## src/rtl/ll_fifo_pkg.sv

```systemverilog
// Shared definitions for the linked-list FIFO and its drain stage.
package ll_fifo_pkg;

   function automatic int sel_width(input int n);
      return (n > 1) ? $clog2(n) : 1;
   endfunction

   function automatic int ptr_width(input int depth);
      return (depth > 1) ? $clog2(depth) : 1;
   endfunction

   localparam int LL_WIDTH_DEF     = 8;
   localparam int LL_NUM_FIFOS_DEF = 2;
   localparam int LL_SEL_WIDTH_DEF = sel_width(LL_NUM_FIFOS_DEF);

   typedef struct packed {
      logic [LL_SEL_WIDTH_DEF-1:0] sel;
      logic [LL_WIDTH_DEF-1:0]     data;
   } ll_entry_t;

endpackage

```

## src/rtl/ll_fifo_drain_arbiter_if.sv

```systemverilog
// Pop side toward linked_list_fifo plus the tagged valid/ready output stream.
interface ll_fifo_drain_arbiter_if #(
   parameter int WIDTH     = 8,
   parameter int NUM_FIFOS = 2,
   parameter int SEL_WIDTH = ll_fifo_pkg::sel_width(NUM_FIFOS)
);
   logic [NUM_FIFOS-1:0] fifo_empty;
   logic [WIDTH-1:0]     fifo_data;
   logic                 pop;
   logic [SEL_WIDTH-1:0] pop_sel;
   logic [NUM_FIFOS-1:0] q_en;
   logic                 out_valid;
   logic                 out_ready;
   logic [WIDTH-1:0]     out_data;
   logic [SEL_WIDTH-1:0] out_sel;

   modport master (
      input  fifo_empty, fifo_data, q_en, out_ready,
      output pop, pop_sel, out_valid, out_data, out_sel
   );

   modport slave (
      output fifo_empty, fifo_data, q_en, out_ready,
      input  pop, pop_sel, out_valid, out_data, out_sel
   );
endinterface

```

## src/rtl/ll_fifo_drain_arbiter_drain_out_buf.sv

```systemverilog
// Two-entry registered output buffer; head is always a register, never a bypass.
module drain_out_buf #(
   parameter int DW = 9
) (
   input  logic          clk,
   input  logic          rst,
   input  logic          push_i,
   input  logic [DW-1:0] push_data_i,
   input  logic          pop_i,
   output logic [1:0]    cnt_o,
   output logic [DW-1:0] head_o
);
   logic [DW-1:0] mem_q [2];
   logic          rd_ptr_q;
   logic [1:0]    cnt_q, cnt_d;
   logic          do_push, do_pop, wr_idx;

   assign do_push = push_i && (cnt_q != 2'd2);
   assign do_pop  = pop_i && (cnt_q != 2'd0);
   // Tail slot is the head slot when empty, the other slot when one entry is held.
   assign wr_idx  = rd_ptr_q ^ (cnt_q == 2'd1);
   assign cnt_d   = cnt_q + {1'b0, do_push} - {1'b0, do_pop};

   always_ff @(posedge clk or negedge rst) begin
      if (!rst) begin
         mem_q[0] <= '0;
         mem_q[1] <= '0;
         rd_ptr_q <= 1'b0;
         cnt_q    <= 2'd0;
      end else begin
         if (do_push) mem_q[wr_idx] <= push_data_i;
         if (do_pop)  rd_ptr_q <= ~rd_ptr_q;
         cnt_q <= cnt_d;
      end
   end

   assign cnt_o  = cnt_q;
   assign head_o = mem_q[rd_ptr_q];
endmodule

```

## src/rtl/ll_fifo_drain_arbiter.sv

```systemverilog
// Round-robin drain of linked_list_fifo queues onto one tagged valid/ready stream.
module ll_fifo_drain_arbiter
   import ll_fifo_pkg::*;
#(
   parameter int WIDTH     = 8,
   parameter int NUM_FIFOS = 2,
   parameter int SEL_WIDTH = sel_width(NUM_FIFOS)
) (
   input logic                     clk,
   input logic                     rst,
   ll_fifo_drain_arbiter_if.master bus
);
   localparam int EW = WIDTH + SEL_WIDTH;

   logic [NUM_FIFOS-1:0] eligible;
   logic [SEL_WIDTH-1:0] rr_ptr_q, rr_ptr_d, grant;
   logic                 pop;
   logic [1:0]           cnt;
   logic [EW-1:0]        head;

   // Scan downward so the candidate closest to start wins; wraps at NUM_FIFOS.
   function automatic logic [SEL_WIDTH-1:0] rr_pick(input logic [NUM_FIFOS-1:0] elig,
                                                    input logic [SEL_WIDTH-1:0] start);
      logic [SEL_WIDTH-1:0] pick;
      int                   idx;
      pick = start;
      for (int k = NUM_FIFOS - 1; k >= 0; k--) begin
         idx = int'(start) + k;
         if (idx >= NUM_FIFOS) idx = idx - NUM_FIFOS;
         if (elig[idx]) pick = SEL_WIDTH'(idx);
      end
      return pick;
   endfunction

   assign eligible = ~bus.fifo_empty & bus.q_en;
   assign grant    = rr_pick(eligible, rr_ptr_q);
   // Gating on a full buffer keeps out_ready off the pop path entirely.
   assign pop      = rst && (|eligible) && (cnt != 2'd2);

   always_comb begin
      rr_ptr_d = rr_ptr_q;
      if (pop) rr_ptr_d = (int'(grant) == NUM_FIFOS - 1) ? '0 : grant + SEL_WIDTH'(1);
   end

   always_ff @(posedge clk or negedge rst) begin
      if (!rst) rr_ptr_q <= '0;
      else      rr_ptr_q <= rr_ptr_d;
   end

   drain_out_buf #(.DW(EW)) u_out_buf (
      .clk         (clk),
      .rst         (rst),
      .push_i      (pop),
      .push_data_i ({grant, bus.fifo_data}),
      .pop_i       (bus.out_ready),
      .cnt_o       (cnt),
      .head_o      (head)
   );

   assign bus.pop       = pop;
   assign bus.pop_sel   = pop ? grant : rr_ptr_q;
   assign bus.out_valid = (cnt != 2'd0);
   assign bus.out_data  = head[WIDTH-1:0];
   assign bus.out_sel   = head[EW-1:WIDTH];
endmodule

```

## src/flat_wrapper.sv

```systemverilog
// flat-port wrapper written by rule: the top's interface ports become plain ports
module ll_fifo_drain_arbiter_flat import ll_fifo_pkg::*;
#(
   parameter int WIDTH     = 8,
   parameter int NUM_FIFOS = 2,
   parameter int SEL_WIDTH = sel_width(NUM_FIFOS)
)
  (clk, rst, bus_fifo_empty, bus_fifo_data, bus_q_en, bus_out_ready, bus_pop, bus_pop_sel, bus_out_valid, bus_out_data, bus_out_sel);
  ll_fifo_drain_arbiter_if #(.WIDTH(WIDTH), .NUM_FIFOS(NUM_FIFOS), .SEL_WIDTH(SEL_WIDTH)) bus_i ();
  input logic clk;
  input logic rst;
  input wire logic [$bits(bus_i.fifo_empty)-1:0] bus_fifo_empty;
  input wire logic [$bits(bus_i.fifo_data)-1:0] bus_fifo_data;
  input wire logic [$bits(bus_i.q_en)-1:0] bus_q_en;
  input wire logic [$bits(bus_i.out_ready)-1:0] bus_out_ready;
  output wire logic [$bits(bus_i.pop)-1:0] bus_pop;
  output wire logic [$bits(bus_i.pop_sel)-1:0] bus_pop_sel;
  output wire logic [$bits(bus_i.out_valid)-1:0] bus_out_valid;
  output wire logic [$bits(bus_i.out_data)-1:0] bus_out_data;
  output wire logic [$bits(bus_i.out_sel)-1:0] bus_out_sel;
  assign bus_i.fifo_empty = bus_fifo_empty;
  assign bus_i.fifo_data = bus_fifo_data;
  assign bus_i.q_en = bus_q_en;
  assign bus_i.out_ready = bus_out_ready;
  assign bus_pop = bus_i.pop;
  assign bus_pop_sel = bus_i.pop_sel;
  assign bus_out_valid = bus_i.out_valid;
  assign bus_out_data = bus_i.out_data;
  assign bus_out_sel = bus_i.out_sel;
  ll_fifo_drain_arbiter #(.WIDTH(WIDTH), .NUM_FIFOS(NUM_FIFOS), .SEL_WIDTH(SEL_WIDTH)) u_core (.clk(clk), .rst(rst), .bus(bus_i));
endmodule
```

## config.mk

```make
export PLATFORM = sky130hd
export DESIGN_NAME = ll_fifo_drain_arbiter_flat
export DESIGN_NICKNAME = d
export VERILOG_FILES = /design/src/rtl/ll_fifo_pkg.sv /design/src/rtl/ll_fifo_drain_arbiter_if.sv /design/src/rtl/ll_fifo_drain_arbiter_drain_out_buf.sv /design/src/rtl/ll_fifo_drain_arbiter.sv /design/src/flat_wrapper.sv
export SDC_FILE = /design/constraint.sdc
export NUM_CORES = 1
export LEC_CHECK = 0
export BUFFER_PORTS_ARGS = -buffer_cell sky130_fd_sc_hd__buf_2
export CAP_MARGIN = 20
export CORE_MARGIN = 3
export CORE_UTILIZATION = 58
export CTS_CLUSTER_SIZE = 8
export DETAILED_ROUTE_END_ITERATION = 7
export PLACE_DENSITY = 0.85
export SLEW_MARGIN = 20
export SYNTH_ARGS = -nofsm -noshare
export SYNTH_HDL_FRONTEND = slang
export SYNTH_HIERARCHICAL = 1
export SYNTH_SLANG_ARGS = --single-unit
export TNS_END_PERCENT = 20
```

## constraint.sdc

```tcl
create_clock -name clk -period 4.8 [get_ports clk]
set_input_delay 0.96 -clock clk [delete_from_list [all_inputs] [get_ports clk]]
set_output_delay 0.96 -clock clk [all_outputs]
set_load 0.05 [all_outputs]
```

==> metrics.txt, run 1 <==
# TYPE chip_impl_metric gauge
chip_impl_metric{name="worst_case_reg_to_reg_path_depth",unit=""} 6
chip_impl_metric{name="placementRows",unit=""} 17
chip_impl_metric{name="p_seq_frac",unit=""} 0.327
chip_impl_metric{name="deepest_level_of_the_cts_h_tree",unit=""} 1
chip_impl_metric{name="grtUsageTotal",unit=""} 0.206
chip_impl_metric{name="share_of_post_route_cells_with_drive_strength_above_1",unit=""} 0.361
chip_impl_metric{name="clkPwrFrac",unit=""} 0.083
chip_impl_metric{name="first_pass_grt_wire_length",unit="um"} 5090
chip_impl_metric{name="diodes",unit=""} 0
chip_impl_metric{name="vias_in_the_first_global_route",unit=""} 1166
chip_impl_metric{name="timing_max_transition_violations_final",unit=""} 0
chip_impl_info{name="outcome",value="complete, no violations"} 1
chip_impl_metric{name="gpl.final_weighted_congestion",unit=""} 0.754
chip_impl_metric{name="mapped_nets",unit=""} 152
chip_impl_metric{name="timing.critical_path.slowest_cell_delay",unit="ns"} 0.64
chip_impl_info{name="path_common_cell",value="sky130_fd_sc_hd__buf_2"} 1
chip_impl_metric{name="fin_tns_setup",unit="ns"} 0
chip_impl_info{name="cp_top_family",value="buffers and inverters"} 1
chip_impl_metric{name="grt_max_degree",unit=""} 25
chip_impl_metric{name="first_pass_iters",unit=""} 4
chip_impl_info{name="setup.worst_path.start_class",value="input port"} 1
chip_impl_metric{name="detail_route.vias_per_cell",unit=""} 5.96
chip_impl_metric{name="synth-warning-count",unit=""} 6
chip_impl_metric{name="drt_wl_cell",unit="um"} 16.2
chip_impl_metric{name="grt.overflow.total",unit=""} 0
chip_impl_metric{name="power_per_cell_area",unit="nW/um2"} 798
chip_impl_metric{name="initial_core_util",unit=""} 0.623
chip_impl_metric{name="wl_met3",unit="um"} 97
chip_impl_info{name="critPathSlowestCell",value="sky130_fd_sc_hd__a21oi_1"} 1
chip_impl_metric{name="die_height",unit="um"} 55.2
chip_impl_metric{name="route.vias.total",unit=""} 1109
chip_impl_metric{name="worst-path-stages",unit=""} 4
chip_impl_info{name="tritoncts",value="yes"} 1
chip_impl_info{name="dr_top_layer",value="met4"} 1
chip_impl_metric{name="area_used_by_multi_input_combinational_logic",unit="um2"} 801
chip_impl_metric{name="synth_top_area_frac",unit=""} 0.392
chip_impl_metric{name="ir_drop",unit="mV"} 0.549
chip_impl_metric{name="cellInternalPower",unit="W"} 0.000622
chip_impl_metric{name="worst_slew_pin_slew",unit="ns"} 0.823
chip_impl_metric{name="combPwrFrac",unit=""} 0.590
chip_impl_info{name="cp_cell_sequence",value="buf_2 -> nand2b_4 -> a21oi_1 -> buf_2"} 1
chip_impl_metric{name="seqCellArea",unit="um2"} 551
chip_impl_metric{name="fin_crit_sh",unit=""} 0.732
chip_impl_metric{name="relSlewSlack",unit=""} 0.451
chip_impl_info{name="timing.critical_path.to_type",value="output pin"} 1
chip_impl_info{name="most_instantiated_flip_flop_cell_in_the_synthesis_netlist",value="sky130_fd_sc_hd__dfrtp_1"} 1
chip_impl_metric{name="clock.fmax",unit="MHz"} 285
chip_impl_info{name="grt_setup_unrepaired",value="false"} 1
chip_impl_metric{name="syn_area",unit="um2"} 1410
chip_impl_metric{name="sequential_fraction_of_the_synthesis_area",unit=""} 0.392
chip_impl_metric{name="detailedPlacementHpwl",unit="um"} 2090
chip_impl_metric{name="fp.dieArea",unit="um2"} 3050
chip_impl_metric{name="cts-buffers-inserted",unit=""} 3
chip_impl_metric{name="horizontal_die_dimension",unit="um"} 55.2
chip_impl_metric{name="final_core_utilization",unit=""} 0.697
chip_impl_info{name="netlist.top_cell.by_area",value="sky130_fd_sc_hd__dfrtp_1"} 1
chip_impl_metric{name="floorplan.core_area",unit="um2"} 2250
chip_impl_metric{name="cts-root-to-sink-buffers",unit=""} 2
chip_impl_info{name="yosys.cell_count.top_type",value="sky130_fd_sc_hd__dfrtp_1"} 1
chip_impl_metric{name="synth.ff_latch_count",unit=""} 22
chip_impl_metric{name="async_reset_ff_frac",unit=""} 1.00
chip_impl_metric{name="max_cap_violations",unit=""} 0
chip_impl_metric{name="p_sw",unit="W"} 0.000631
chip_impl_metric{name="syn_avg_cell_area",unit="um2"} 10.4
chip_impl_metric{name="timing.clock.skew",unit="ns"} 0.00124
chip_impl_metric{name="post_cts_resized",unit=""} 0
chip_impl_metric{name="critPathRequiredTime",unit="ns"} 3.84
chip_impl_metric{name="wl_met1",unit="um"} 1390
chip_impl_metric{name="finalHoldViolCount",unit=""} 0
chip_impl_metric{name="cts_setup_buffers",unit=""} 0
chip_impl_info{name="hold_path_class",value="reg -> reg"} 1
chip_impl_metric{name="timing.critical_path.fanout_max",unit=""} 24
chip_impl_metric{name="clock_sinks",unit=""} 22
chip_impl_info{name="synth_commonest_cells",value="sky130_fd_sc_hd__dfrtp_1 (22), sky130_fd_sc_hd__nor2_1 (18), sky130_fd_sc_hd__nor2b_1 (10)"} 1
chip_impl_metric{name="io_buffer_count",unit=""} 26
chip_impl_info{name="worstSetupPathType",value="in -> out"} 1
chip_impl_metric{name="finalSetupViolCount",unit=""} 0
chip_impl_info{name="r2r-start",value="u_core/u_out_buf/cnt_o[1]$_DFF_PN0_"} 1
chip_impl_metric{name="instance_count_of_the_mapped_netlist",unit=""} 135
chip_impl_info{name="critical_path_start",value="rst"} 1
chip_impl_metric{name="critical_path_buf_inv_count",unit=""} 2
chip_impl_metric{name="finalWorstPathRequiredPeriod",unit="ns"} 3.51
chip_impl_metric{name="p_leak",unit="nW"} 0.792
chip_impl_metric{name="clk-insertion-delay-late",unit="ns"} 0.31
chip_impl_metric{name="finish.net_count",unit=""} 176
chip_impl_metric{name="grt_antenna_before_repair",unit=""} 0
chip_impl_metric{name="detailedRoute.firstIterationViolations",unit=""} 25
chip_impl_metric{name="drc",unit=""} 0
chip_impl_metric{name="detail_route.wirelength",unit="um"} 3010
chip_impl_metric{name="sw_frac_of_total",unit=""} 0.504
chip_impl_metric{name="worst_setup_hold_path_clk_slew",unit="ns"} 0.12
chip_impl_info{name="synthTopCellsByArea",value="sky130_fd_sc_hd__dfrtp_1 (39%), sky130_fd_sc_hd__mux2_4 (9.6%), sky130_fd_sc_hd__mux2_2 (6.4%)"} 1
chip_impl_metric{name="number_of_flops_mapped_to_enable_cells_by_yosys",unit=""} 0
chip_impl_metric{name="worst_path_arrival",unit="ns"} 2.55
chip_impl_metric{name="met2_length",unit="um"} 1490
chip_impl_metric{name="flow.area_growth_from_synthesis",unit="%"} 11.8
chip_impl_info{name="clock-root-buffer",value="sky130_fd_sc_hd__clkbuf_4"} 1
chip_impl_metric{name="route.antenna.remaining_nets",unit=""} 0
chip_impl_metric{name="synth.distinct_cells",unit=""} 34
chip_impl_metric{name="fill_cells",unit=""} 193
chip_impl_info{name="hp-start",value="u_core/u_out_buf/mem_q[14]$_DFFE_PN0P_"} 1
chip_impl_metric{name="holdBufCountCts",unit=""} 0
chip_impl_metric{name="whs_path_depth",unit=""} 1
chip_impl_metric{name="floorplan.io_pins",unit=""} 27
## sequential cells by signal (all words and copies together), names as in the netlist
register,flops
u_core/rr_ptr_q,1
u_core/u_out_buf/cnt_o,2
u_core/u_out_buf/mem_q,18
u_core/u_out_buf/rd_ptr_q,1
## path summary, 6_finish.rpt
kind	end	slack, ns
worst min-delay path	u_core/u_out_buf/mem_q[14]$_DFFE_PN0P_	0.53
worst max register to register	u_core/u_out_buf/mem_q[11]$_DFFE_PN0P_	1.84
max in group asynchronous	u_core/u_out_buf/mem_q[11]$_DFFE_PN0P_	3.80
min in group asynchronous	u_core/u_out_buf/cnt_o[1]$_DFF_PN0_	0.63
worst max-delay path	bus_pop	1.29
worst min register to register	u_core/u_out_buf/mem_q[14]$_DFFE_PN0P_	0.53
## cells in the final DEF, fill, tap and decap left out
cell and count:
sky130_fd_sc_hd__nor2b_1 10, sky130_fd_sc_hd__nor2_1 18, sky130_fd_sc_hd__nor2b_4 1, sky130_fd_sc_hd__xnor2_1 3, sky130_fd_sc_hd__buf_2 26, sky130_fd_sc_hd__nand2_1 5, sky130_fd_sc_hd__nor3_2 1, sky130_fd_sc_hd__mux2_2 8
sky130_fd_sc_hd__a211oi_2 1, sky130_fd_sc_hd__a21oi_1 1, sky130_fd_sc_hd__nand2b_4 2, sky130_fd_sc_hd__inv_1 3, sky130_fd_sc_hd__o21ai_1 1, sky130_fd_sc_hd__dfrtp_1 22, sky130_fd_sc_hd__a221oi_1 9, sky130_fd_sc_hd__nor2_2 1
sky130_fd_sc_hd__clkbuf_8 1, sky130_fd_sc_hd__o211ai_1 1, sky130_fd_sc_hd__ha_1 2, sky130_fd_sc_hd__or2_2 1, sky130_fd_sc_hd__or2_1 1, sky130_fd_sc_hd__o21ai_0 1, sky130_fd_sc_hd__mux2_4 9, sky130_fd_sc_hd__a21o_1 9
sky130_fd_sc_hd__inv_2 2, sky130_fd_sc_hd__o22a_1 1, sky130_fd_sc_hd__clkbuf_4 3, sky130_fd_sc_hd__a21boi_1 9, sky130_fd_sc_hd__or3b_1 1, sky130_fd_sc_hd__and2_1 1, sky130_fd_sc_hd__nor2b_2 1, sky130_fd_sc_hd__nand2b_1 2
sky130_fd_sc_hd__mux2_1 1
## routing by layer
layer | vias to the layer above | global-route usage
met3 | 4 | 0.0304
met1 | 558 | 0.263
met4 | 0 | 0.0799
li1 | 525 | -
met2 | 22 | 0.348
met5 | - | 0
## cells by family after synthesis
| kind of cell | after synthesis | synth area share |
|---|---|---|
| buffers and inverters | 12 | 0.0383 |
| adder cells (fa/ha/maj) | 2 | 0.0178 |
| AO/OA/AOI/OAI | 33 | 0.183 |
| flip-flops | 22 | 0.392 |
| XOR/XNOR | 3 | 0.0187 |
| AND/OR/NAND/NOR | 45 | 0.182 |
| multiplexers | 18 | 0.168 |
## final cells by class
cell class / count / area share
Timing Repair Buffer: 26 / 0.0828
Sequential cell: 22 / 0.350
Tap cell: 28 / 0.0223
Multi-Input combinational cell: 101 / 0.510
Clock buffer: 4 / 0.0231
Inverter: 5 / 0.0119
## through the flow
| stage | setup WS (ns) | power (W) | area [um2] | cells | hold WS, ns |
|---|---|---|---|---|---|
| finish | 1.29 | 0.00125 | 1570 | 186 | 0.526 |
| CTS | 1.29 | 0.00126 | 1570 | 186 | 0.528 |
| global placement | 1.31 | 0.00112 | 1540 | 182 | 0.493 |
| global route | 1.13 | 0.00133 | 1570 | 186 | 0.539 |
| detailed placement | 1.29 | 0.00115 | 1540 | 182 | 0.489 |
| floorplan | 1.64 | 0.00101 | 1410 | 135 | 0.474 |
## worst register-to-register path, stage by stage (launching register included)
cell and delay [ns]:
sky130_fd_sc_hd__dfrtp_1 0.59, sky130_fd_sc_hd__nor2b_4 0.23, sky130_fd_sc_hd__nand2b_4 0.17, sky130_fd_sc_hd__a21oi_1 0.64
sky130_fd_sc_hd__nand2b_1 0.15, sky130_fd_sc_hd__or3b_1 0.67, sky130_fd_sc_hd__mux2_4 0.40
## power by group through the flow
stage                     registers [W]  clock network, W  logic (W)
after floorplan                0.000335                 0   0.000672
after global placement         0.000405                 0   0.000716
after detailed placement       0.000410                 0   0.000739
after CTS                      0.000407          0.000108   0.000741
after global routing           0.000428          0.000116   0.000788
final                          0.000410          0.000104   0.000739
No activity file was read; power rests on OpenSTA's default activity.
==> run 2: changes to the inputs <==
ABC_AREA = 1   (was unset)
CORE_UTILIZATION = 52   (was 58)
PLACE_DENSITY = 0.79   (was 0.85)
clock period = 3.4 ns   (was 4.8 ns; I/O delays follow)
==> run 2 against run 1 <==
Effect of this change: cell area down 12%; register-to-register slack worse by 0.72 ns; sequential power grew 19%; sequential cell count is the same; utilization shrank 2.9 points; combinational power increased by 12%; critical path depth unchanged; total power up 21%; critical path type is now reg -> out; largest cell class unchanged; largest power group unchanged.
==> metrics.txt, run 2 <==
# TYPE chip_impl_metric gauge
chip_impl_metric{name="horizontal_die_dimension",unit="um"} 54.3
chip_impl_metric{name="floorplan.io_pins",unit=""} 27
chip_impl_info{name="timing.critical_path.to_type",value="output pin"} 1
chip_impl_metric{name="max_cap_violations",unit=""} 0
chip_impl_info{name="clock-root-buffer",value="sky130_fd_sc_hd__clkbuf_4"} 1
chip_impl_metric{name="sw_frac_of_total",unit=""} 0.531
chip_impl_metric{name="post_cts_resized",unit=""} 0
chip_impl_metric{name="hold_ws",unit="ns"} 0.346
chip_impl_metric{name="area_used_by_multi_input_combinational_logic",unit="um2"} 552
chip_impl_info{name="synth_commonest_cells",value="sky130_fd_sc_hd__nand2_1 (70), sky130_fd_sc_hd__dfrtp_1 (22), sky130_fd_sc_hd__inv_1 (12)"} 1
chip_impl_info{name="hold_path_class",value="in -> async"} 1
chip_impl_info{name="most_instantiated_flip_flop_cell_in_the_synthesis_netlist",value="sky130_fd_sc_hd__dfrtp_1"} 1
chip_impl_info{name="final_common_cell",value="sky130_fd_sc_hd__nand2_1"} 1
chip_impl_metric{name="largest_register_ffs",unit=""} 18
chip_impl_metric{name="route.antenna.remaining_nets",unit=""} 0
chip_impl_metric{name="grt_antenna_before_repair",unit=""} 0
chip_impl_info{name="grt_setup_unrepaired",value="false"} 1
chip_impl_metric{name="combPwrFrac",unit=""} 0.549
chip_impl_metric{name="finalHoldViolCount",unit=""} 0
chip_impl_info{name="outcome",value="complete, no violations"} 1
chip_impl_info{name="worstSetupPathType",value="reg -> out"} 1
chip_impl_metric{name="mapped_nets",unit=""} 168
chip_impl_info{name="final_cell_mix",value="sky130_fd_sc_hd__nand2_1 (70), sky130_fd_sc_hd__buf_2 (26), sky130_fd_sc_hd__dfrtp_1 (22)"} 1
chip_impl_metric{name="grt.overflow.total",unit=""} 0
chip_impl_metric{name="relSlewSlack",unit=""} 0.712
chip_impl_metric{name="initial_core_util",unit=""} 0.582
chip_impl_metric{name="fill_cells",unit=""} 190
chip_impl_metric{name="syn_area",unit="um2"} 1210
chip_impl_metric{name="p_leak",unit="nW"} 0.818
chip_impl_metric{name="finalWorstPathRequiredPeriod",unit="ns"} 2.39
chip_impl_metric{name="clkPwrFrac",unit=""} 0.130
chip_impl_metric{name="syn_avg_cell_area",unit="um2"} 8.03
chip_impl_metric{name="total_power",unit="W"} 0.00151
chip_impl_metric{name="critPathRequiredTime",unit="ns"} 2.72
chip_impl_metric{name="power_per_cell_area",unit="nW/um2"} 1090
chip_impl_metric{name="deepest_level_of_the_cts_h_tree",unit=""} 1
chip_impl_metric{name="grt_max_degree",unit=""} 23
chip_impl_metric{name="drc",unit=""} 0
chip_impl_metric{name="seqCellArea",unit="um2"} 551
chip_impl_metric{name="grtUsageTotal",unit=""} 0.196
chip_impl_metric{name="total_placed_cells_including_tap_cells",unit=""} 200
chip_impl_metric{name="cts_setup_buffers",unit=""} 0
chip_impl_metric{name="fin_tns_setup",unit="ns"} 0
chip_impl_metric{name="ir_drop",unit="mV"} 0.587
chip_impl_metric{name="detail_route.wirelength",unit="um"} 2490
chip_impl_metric{name="clk-insertion-delay-late",unit="ns"} 0.30
chip_impl_metric{name="route.vias.total",unit=""} 1032
chip_impl_metric{name="finish.net_count",unit=""} 195
chip_impl_metric{name="instance_count_of_the_mapped_netlist",unit=""} 151
chip_impl_metric{name="cts-buffers-inserted",unit=""} 3
chip_impl_metric{name="synth_top_area_frac",unit=""} 0.454
chip_impl_metric{name="clock_sinks",unit=""} 22
chip_impl_metric{name="holdBufCountCts",unit=""} 0
chip_impl_metric{name="p_sw",unit="W"} 0.000803
chip_impl_metric{name="worst_setup_hold_path_clk_slew",unit="ns"} 0.12
chip_impl_metric{name="finalSetupViolCount",unit=""} 0
chip_impl_metric{name="flow.area_growth_from_synthesis",unit="%"} 14.7
chip_impl_info{name="netlist.top_cell.by_area",value="sky130_fd_sc_hd__dfrtp_1"} 1
chip_impl_metric{name="synth.ff_latch_count",unit=""} 22
chip_impl_metric{name="synth.distinct_cells",unit=""} 20
chip_impl_info{name="max_flop_register",value="u_core/u_out_buf/mem_q"} 1
chip_impl_metric{name="timing.critical_path.fanout_max",unit=""} 11
chip_impl_metric{name="cts-root-to-sink-buffers",unit=""} 2
chip_impl_metric{name="detailedPlacementHpwl",unit="um"} 1770
chip_impl_metric{name="timing.clock.skew",unit="ns"} 0.00292
chip_impl_metric{name="worst_slew_pin_slew",unit="ns"} 0.431
chip_impl_metric{name="fp.dieArea",unit="um2"} 2950
chip_impl_metric{name="p_seq_frac",unit=""} 0.322
chip_impl_metric{name="gpl.final_weighted_congestion",unit=""} 0.789
chip_impl_metric{name="fin_crit_sh",unit=""} 0.704
chip_impl_info{name="yosys.cell_count.top_type",value="sky130_fd_sc_hd__nand2_1"} 1
chip_impl_metric{name="clock.fmax",unit="MHz"} 418
chip_impl_metric{name="final_cell_count_no_fill",unit=""} 204
chip_impl_metric{name="detail_route.vias_per_cell",unit=""} 5.06
chip_impl_metric{name="dp_slack",unit="ns"} 0.890
chip_impl_metric{name="sequential_fraction_of_the_synthesis_area",unit=""} 0.454
chip_impl_metric{name="first_pass_iters",unit=""} 4
chip_impl_metric{name="timing_max_transition_violations_final",unit=""} 0
chip_impl_metric{name="share_of_post_route_cells_with_drive_strength_above_1",unit=""} 0.260
chip_impl_metric{name="first_pass_grt_wire_length",unit="um"} 4180
chip_impl_metric{name="detailedRoute.firstIterationViolations",unit=""} 34
chip_impl_info{name="synthTopCellsByArea",value="sky130_fd_sc_hd__dfrtp_1 (45%), sky130_fd_sc_hd__nand2_1 (22%), sky130_fd_sc_hd__nand4_1 (4.6%)"} 1
chip_impl_metric{name="io_buffer_count",unit=""} 26
chip_impl_metric{name="diodes",unit=""} 0
chip_impl_info{name="setup.worst_path.start_class",value="flip-flop"} 1
chip_impl_metric{name="number_of_flops_mapped_to_enable_cells_by_yosys",unit=""} 0
chip_impl_metric{name="worst_path_arrival",unit="ns"} 1.71
chip_impl_metric{name="die_height",unit="um"} 54.3
chip_impl_info{name="tritoncts",value="yes"} 1
chip_impl_metric{name="floorplan.core_area",unit="um2"} 2080
chip_impl_metric{name="cellInternalPower",unit="W"} 0.000711
chip_impl_metric{name="vias_in_the_first_global_route",unit=""} 979
chip_impl_metric{name="final_critical_path_setup_slack",unit="ns"} 1.01
chip_impl_metric{name="placementRows",unit=""} 16
chip_impl_metric{name="drt_wl_cell",unit="um"} 12.2
chip_impl_metric{name="synth-warning-count",unit=""} 6
chip_impl_metric{name="async_reset_ff_frac",unit=""} 1.00
run 2: changes by cell type after synthesis, sizes merged, moves of 10 or more:
cell	change
nand2	+71
nor2	-19
mux2	-18
nand3	+12
nor2b	-12
inv	+10
run 2: metrics by stage:
step                       util  instance area (um2)
after floorplan               -                 1210
after global placement    0.642                 1340
after detailed placement  0.642                 1340
after CTS                 0.668                 1390
after global routing      0.668                 1390
final                     0.668                 1390
run 2: worst paths after layout:
kind	to	startpoint	depth (start not counted)	slack [ns]
worst min register to register	u_core/u_out_buf/mem_q[2]$_DFFE_PN0P_	u_core/u_out_buf/mem_q[2]$_DFFE_PN0P_	2	0.49
min in group clk	u_core/u_out_buf/mem_q[2]$_DFFE_PN0P_	u_core/u_out_buf/mem_q[2]$_DFFE_PN0P_	2	0.49
worst max-delay path	bus_out_data[1]	u_core/u_out_buf/rd_ptr_q$_DFFE_PN0P_	4	1.01
worst min-delay path	u_core/u_out_buf/cnt_o[1]$_DFF_PN0_	rst	2	0.35
worst max register to register	u_core/u_out_buf/cnt_o[1]$_DFF_PN0_	u_core/u_out_buf/cnt_o[0]$_DFF_PN0_	13	1.12
max in group asynchronous	u_core/rr_ptr_q$_DFFE_PN0P_	rst	2	2.83
run 2: cell families (layout without fill, tap and decap cells):
| group | count (synthesis) | count (layout) | synth area share |
|---|---|---|---|
| AO/OA/AOI/OAI | 5 | 5 | 0.0413 |
| adder cells (fa/ha/maj) | 2 | 2 | 0.0206 |
| flip-flops | 22 | 22 | 0.454 |
| XOR/XNOR | 3 | 3 | 0.0217 |
| buffers and inverters | 21 | 47 | 0.0908 |
| AND/OR/NAND/NOR | 98 | 98 | 0.372 |
run 2: per-layer routing:
layer	routed length, um	vias up	GRT usage
li1	-	528	-
met1	1090	454	0.270
met2	1180	48	0.307
met3	211	2	0.0354
met4	13	0	0.0705
met5	0	-	0
run 2: power by group through the flow:
| stage | combinational (W) | sequential (W) | clock [W] |
|---|---|---|---|
| floorplan | 0.000723 | 0.000454 | 0 |
| global placement | 0.000811 | 0.000485 | 0 |
| detailed placement | 0.000831 | 0.000493 | 0 |
| CTS | 0.000836 | 0.000487 | 0.000203 |
| global route | 0.000904 | 0.000503 | 0.000214 |
| finish | 0.000831 | 0.000487 | 0.000196 |
run 2: worst max-delay path, cell delays in order (launching register included):
cell and delay, ns:
sky130_fd_sc_hd__dfrtp_1 0.55, sky130_fd_sc_hd__inv_1 0.41, sky130_fd_sc_hd__nand2_1 0.10, sky130_fd_sc_hd__nand2_1 0.09, sky130_fd_sc_hd__buf_2 0.26
run 2: area by class of cell:
cell class	instances	area share
clock inverters	1	0.0216
clock buffers	3	0.0162
multi-input cells	108	0.397
inverters	15	0.0405
well taps	27	0.0243
flip-flops and latches	22	0.396
repair buffers	28	0.104
==> run 3: changes to the inputs <==
ABC_AREA = 0   (was 1)
CORE_UTILIZATION = 54   (was 52)
PLACE_DENSITY = 0.8   (was 0.79)
clock period = 2.3 ns   (was 3.4 ns; I/O delays follow)
==> run 3 against run 2 <==
Effect of this change: sequential power grew 56%; register-to-register slack worse by 0.98 ns; utilization rose by 4.5 points; global-route usage up 0.51 points; critical path depth rose by 2; first-iteration DRC count fell by 24%; sequential cell count stayed put; critical endpoint is now u_core/u_out_buf/mem_q[16]$_DFFE_PN0P_; highest routed layer is now met3.
==> metrics.txt, run 3 (same netlist as run 1, synthesis figures left out) <==
# TYPE chip_impl_metric gauge
chip_impl_info{name="outcome",value="complete, no violations"} 1
chip_impl_metric{name="first_pass_grt_wire_length",unit="um"} 5310
chip_impl_metric{name="vias_in_the_first_global_route",unit=""} 1160
chip_impl_metric{name="worst_path_arrival",unit="ns"} 2.37
chip_impl_info{name="max_flop_register",value="u_core/u_out_buf/mem_q"} 1
chip_impl_info{name="tritoncts",value="yes"} 1
chip_impl_metric{name="floorplan.core_area",unit="um2"} 2340
chip_impl_metric{name="drc",unit=""} 0
chip_impl_metric{name="finish.net_count",unit=""} 185
chip_impl_metric{name="horizontal_die_dimension",unit="um"} 57.0
chip_impl_info{name="worstSetupPathType",value="reg -> reg"} 1
chip_impl_metric{name="p_leak",unit="nW"} 0.843
chip_impl_metric{name="cts_setup_buffers",unit=""} 0
chip_impl_metric{name="grt_max_degree",unit=""} 24
chip_impl_metric{name="max_cap_violations",unit=""} 0
chip_impl_metric{name="route.antenna.remaining_nets",unit=""} 0
chip_impl_metric{name="timing_max_transition_violations_final",unit=""} 0
chip_impl_metric{name="worst_slew_pin_slew",unit="ns"} 0.658
chip_impl_metric{name="ir_drop",unit="mV"} 1.11
chip_impl_metric{name="first_pass_iters",unit=""} 5
chip_impl_info{name="final_cell_mix",value="sky130_fd_sc_hd__buf_2 (26), sky130_fd_sc_hd__dfrtp_1 (21), sky130_fd_sc_hd__nor2_1 (18)"} 1
chip_impl_metric{name="grtUsageTotal",unit=""} 0.201
chip_impl_metric{name="clk-insertion-delay-late",unit="ns"} 0.32
chip_impl_metric{name="floorplan.io_pins",unit=""} 27
chip_impl_info{name="timing.critical_path.to_type",value="flip-flop"} 1
chip_impl_metric{name="finalHoldViolCount",unit=""} 0
chip_impl_metric{name="route.vias.total",unit=""} 1136
chip_impl_metric{name="share_of_post_route_cells_with_drive_strength_above_1",unit=""} 0.407
chip_impl_metric{name="timing.clock.skew",unit="ns"} 0.0119
chip_impl_metric{name="total_placed_cells_including_tap_cells",unit=""} 191
chip_impl_metric{name="grt_antenna_before_repair",unit=""} 0
chip_impl_info{name="r2r-start",value="u_core/u_out_buf/cnt_o[1]$_DFF_PN0_"} 1
chip_impl_metric{name="gpl.final_weighted_congestion",unit=""} 0.746
chip_impl_metric{name="io_buffer_count",unit=""} 26
chip_impl_metric{name="detail_route.wirelength",unit="um"} 3060
chip_impl_info{name="final_common_cell",value="sky130_fd_sc_hd__buf_2"} 1
chip_impl_metric{name="flow.area_growth_from_synthesis",unit="%"} 18.7
chip_impl_metric{name="finalWorstPathRequiredPeriod",unit="ns"} 2.16
chip_impl_metric{name="drt_wl_cell",unit="um"} 15.7
chip_impl_metric{name="grt.overflow.total",unit=""} 0
chip_impl_info{name="critical_path.reg2reg.endpoint",value="u_core/u_out_buf/mem_q[16]$_DFFE_PN0P_"} 1
chip_impl_metric{name="critPathRequiredTime",unit="ns"} 2.51
chip_impl_metric{name="diodes",unit=""} 0
chip_impl_metric{name="detail_route.vias_per_cell",unit=""} 5.83
chip_impl_metric{name="placementRows",unit=""} 17
chip_impl_metric{name="detailedRoute.firstIterationViolations",unit=""} 26
chip_impl_info{name="hold_path_class",value="in -> async"} 1
chip_impl_metric{name="relSlewSlack",unit=""} 0.561
chip_impl_metric{name="total_power",unit="W"} 0.00281
chip_impl_metric{name="finalSetupViolCount",unit=""} 0
chip_impl_metric{name="cts-root-to-sink-buffers",unit=""} 2
chip_impl_metric{name="power_per_cell_area",unit="nW/um2"} 1680
chip_impl_info{name="setup.worst_path.start_class",value="flip-flop"} 1
chip_impl_metric{name="postPlaceCellArea",unit="um2"} 1610
chip_impl_metric{name="fin_tns_setup",unit="ns"} 0
chip_impl_metric{name="clock.fmax",unit="MHz"} 463
chip_impl_metric{name="timing.critical_path.fanout_max",unit=""} 9
chip_impl_metric{name="deepest_level_of_the_cts_h_tree",unit=""} 1
chip_impl_metric{name="fin_crit_sh",unit=""} 0.939
chip_impl_metric{name="largest_register_ffs",unit=""} 18
chip_impl_metric{name="reg_to_reg_setup_timing_slack",unit="ns"} 0.14
chip_impl_metric{name="clock_sinks",unit=""} 22
chip_impl_metric{name="initial_core_util",unit=""} 0.601
chip_impl_metric{name="stdcell_area",unit="um2"} 1670
chip_impl_metric{name="final_cell_count_no_fill",unit=""} 195
chip_impl_metric{name="worst_case_reg_to_reg_path_depth",unit=""} 6
chip_impl_metric{name="fill_cells",unit=""} 179
chip_impl_metric{name="fp.dieArea",unit="um2"} 3250
chip_impl_metric{name="cts-buffers-inserted",unit=""} 3
chip_impl_metric{name="worst_setup_hold_path_clk_slew",unit="ns"} 0.14
chip_impl_metric{name="final_core_utilization",unit=""} 0.713
chip_impl_info{name="grt_setup_unrepaired",value="false"} 1
chip_impl_metric{name="detailedPlacementHpwl",unit="um"} 2190
chip_impl_metric{name="die_height",unit="um"} 57.0
chip_impl_info{name="clock-root-buffer",value="sky130_fd_sc_hd__clkbuf_4"} 1
run 3: cell types whose count changed in the layout (fill, tap and decap cells not counted), sizes merged, moves of 7 or more:
cell    delta
nor2b     +12
a21o       +9
nand4      -9
nor2      +19
a221oi     +9
nand2     -71
nand3     -12
inv       -10
mux2      +18
a21boi     +9
buf        +7
run 3: worst max-delay path by stage:
| stage | slack (ns) | endpoint | from |
|---|---|---|---|
| after floorplan | 0.15 | u_core/u_out_buf/mem_q[10]$_DFFE_PN0P_ | bus_q_en[1] |
| after global placement | 0.13 | u_core/u_out_buf/mem_q[9]$_DFFE_PN0P_ | bus_fifo_empty[1] |
| after detailed placement | 0.05 | u_core/u_out_buf/mem_q[16]$_DFFE_PN0P_ | bus_fifo_empty[1] |
| after CTS | 0.06 | bus_out_data[3] | u_core/u_out_buf/rd_ptr_q$_DFFE_PN0P_ |
| after global routing | 0.09 | u_core/u_out_buf/mem_q[16]$_DFFE_PN0P_ | u_core/u_out_buf/cnt_o[1]$_DFF_PN0_ |
| final | 0.14 | u_core/u_out_buf/mem_q[16]$_DFFE_PN0P_ | u_core/u_out_buf/cnt_o[1]$_DFF_PN0_ |
run 3: power breakdown:
group,internal [W],leakage [nW],switching (W),total (W)
combinational,0.000698,0.551,0.00104,0.00174
clock,0.000176,0.0279,0.000131,0.000307
sequential,0.000586,0.263,0.000175,0.000761
total,0.00146,0.843,0.00135,0.00281
run 3: per-stage QoR:
stage	setup WS (ns)	hold slack, ns
after CTS	0.0636	0.159
after global routing	0.0895	0.169
final	0.140	0.145
after detailed placement	0.0493	0.491
after floorplan	0.147	0.164
after global placement	0.128	0.493
run 3: worst max-delay path: stages (launching register included):
cell and delay, ns:
sky130_fd_sc_hd__dfrtp_1 0.45, sky130_fd_sc_hd__nor2b_4 0.16, sky130_fd_sc_hd__nand2b_4 0.16, sky130_fd_sc_hd__a21oi_4 0.12, sky130_fd_sc_hd__nand2b_1 0.09, sky130_fd_sc_hd__or3b_1 0.68, sky130_fd_sc_hd__mux2_4 0.40
run 3: layout make-up:
| type | count | area [um2] | area share |
|---|---|---|---|
| Clock inverter | 1 | 30.0 | 0.0180 |
| Timing Repair Buffer | 35 | 198 | 0.119 |
| Tap cell | 28 | 35.0 | 0.0210 |
| Clock buffer | 3 | 22.5 | 0.0135 |
| Sequential cell | 22 | 552 | 0.331 |
| Multi-Input combinational cell | 101 | 812 | 0.487 |
| Inverter | 5 | 18.8 | 0.0113 |
run 3: routing by layer:
metal  vias up  part of all wire  track usage
met4         0                 0       0.0364
met5         -                 0            0
met1       555              0.44        0.257
met3         0             0.057       0.0339
met2        37              0.50        0.359
li1        544                 -            -
run 3: what timing repair did:
action / 4_1_cts / 5_1_grt
resized for setup: 0 / 1
setup endpoints to repair: 0 / 6
hold buffers: 0 / 0
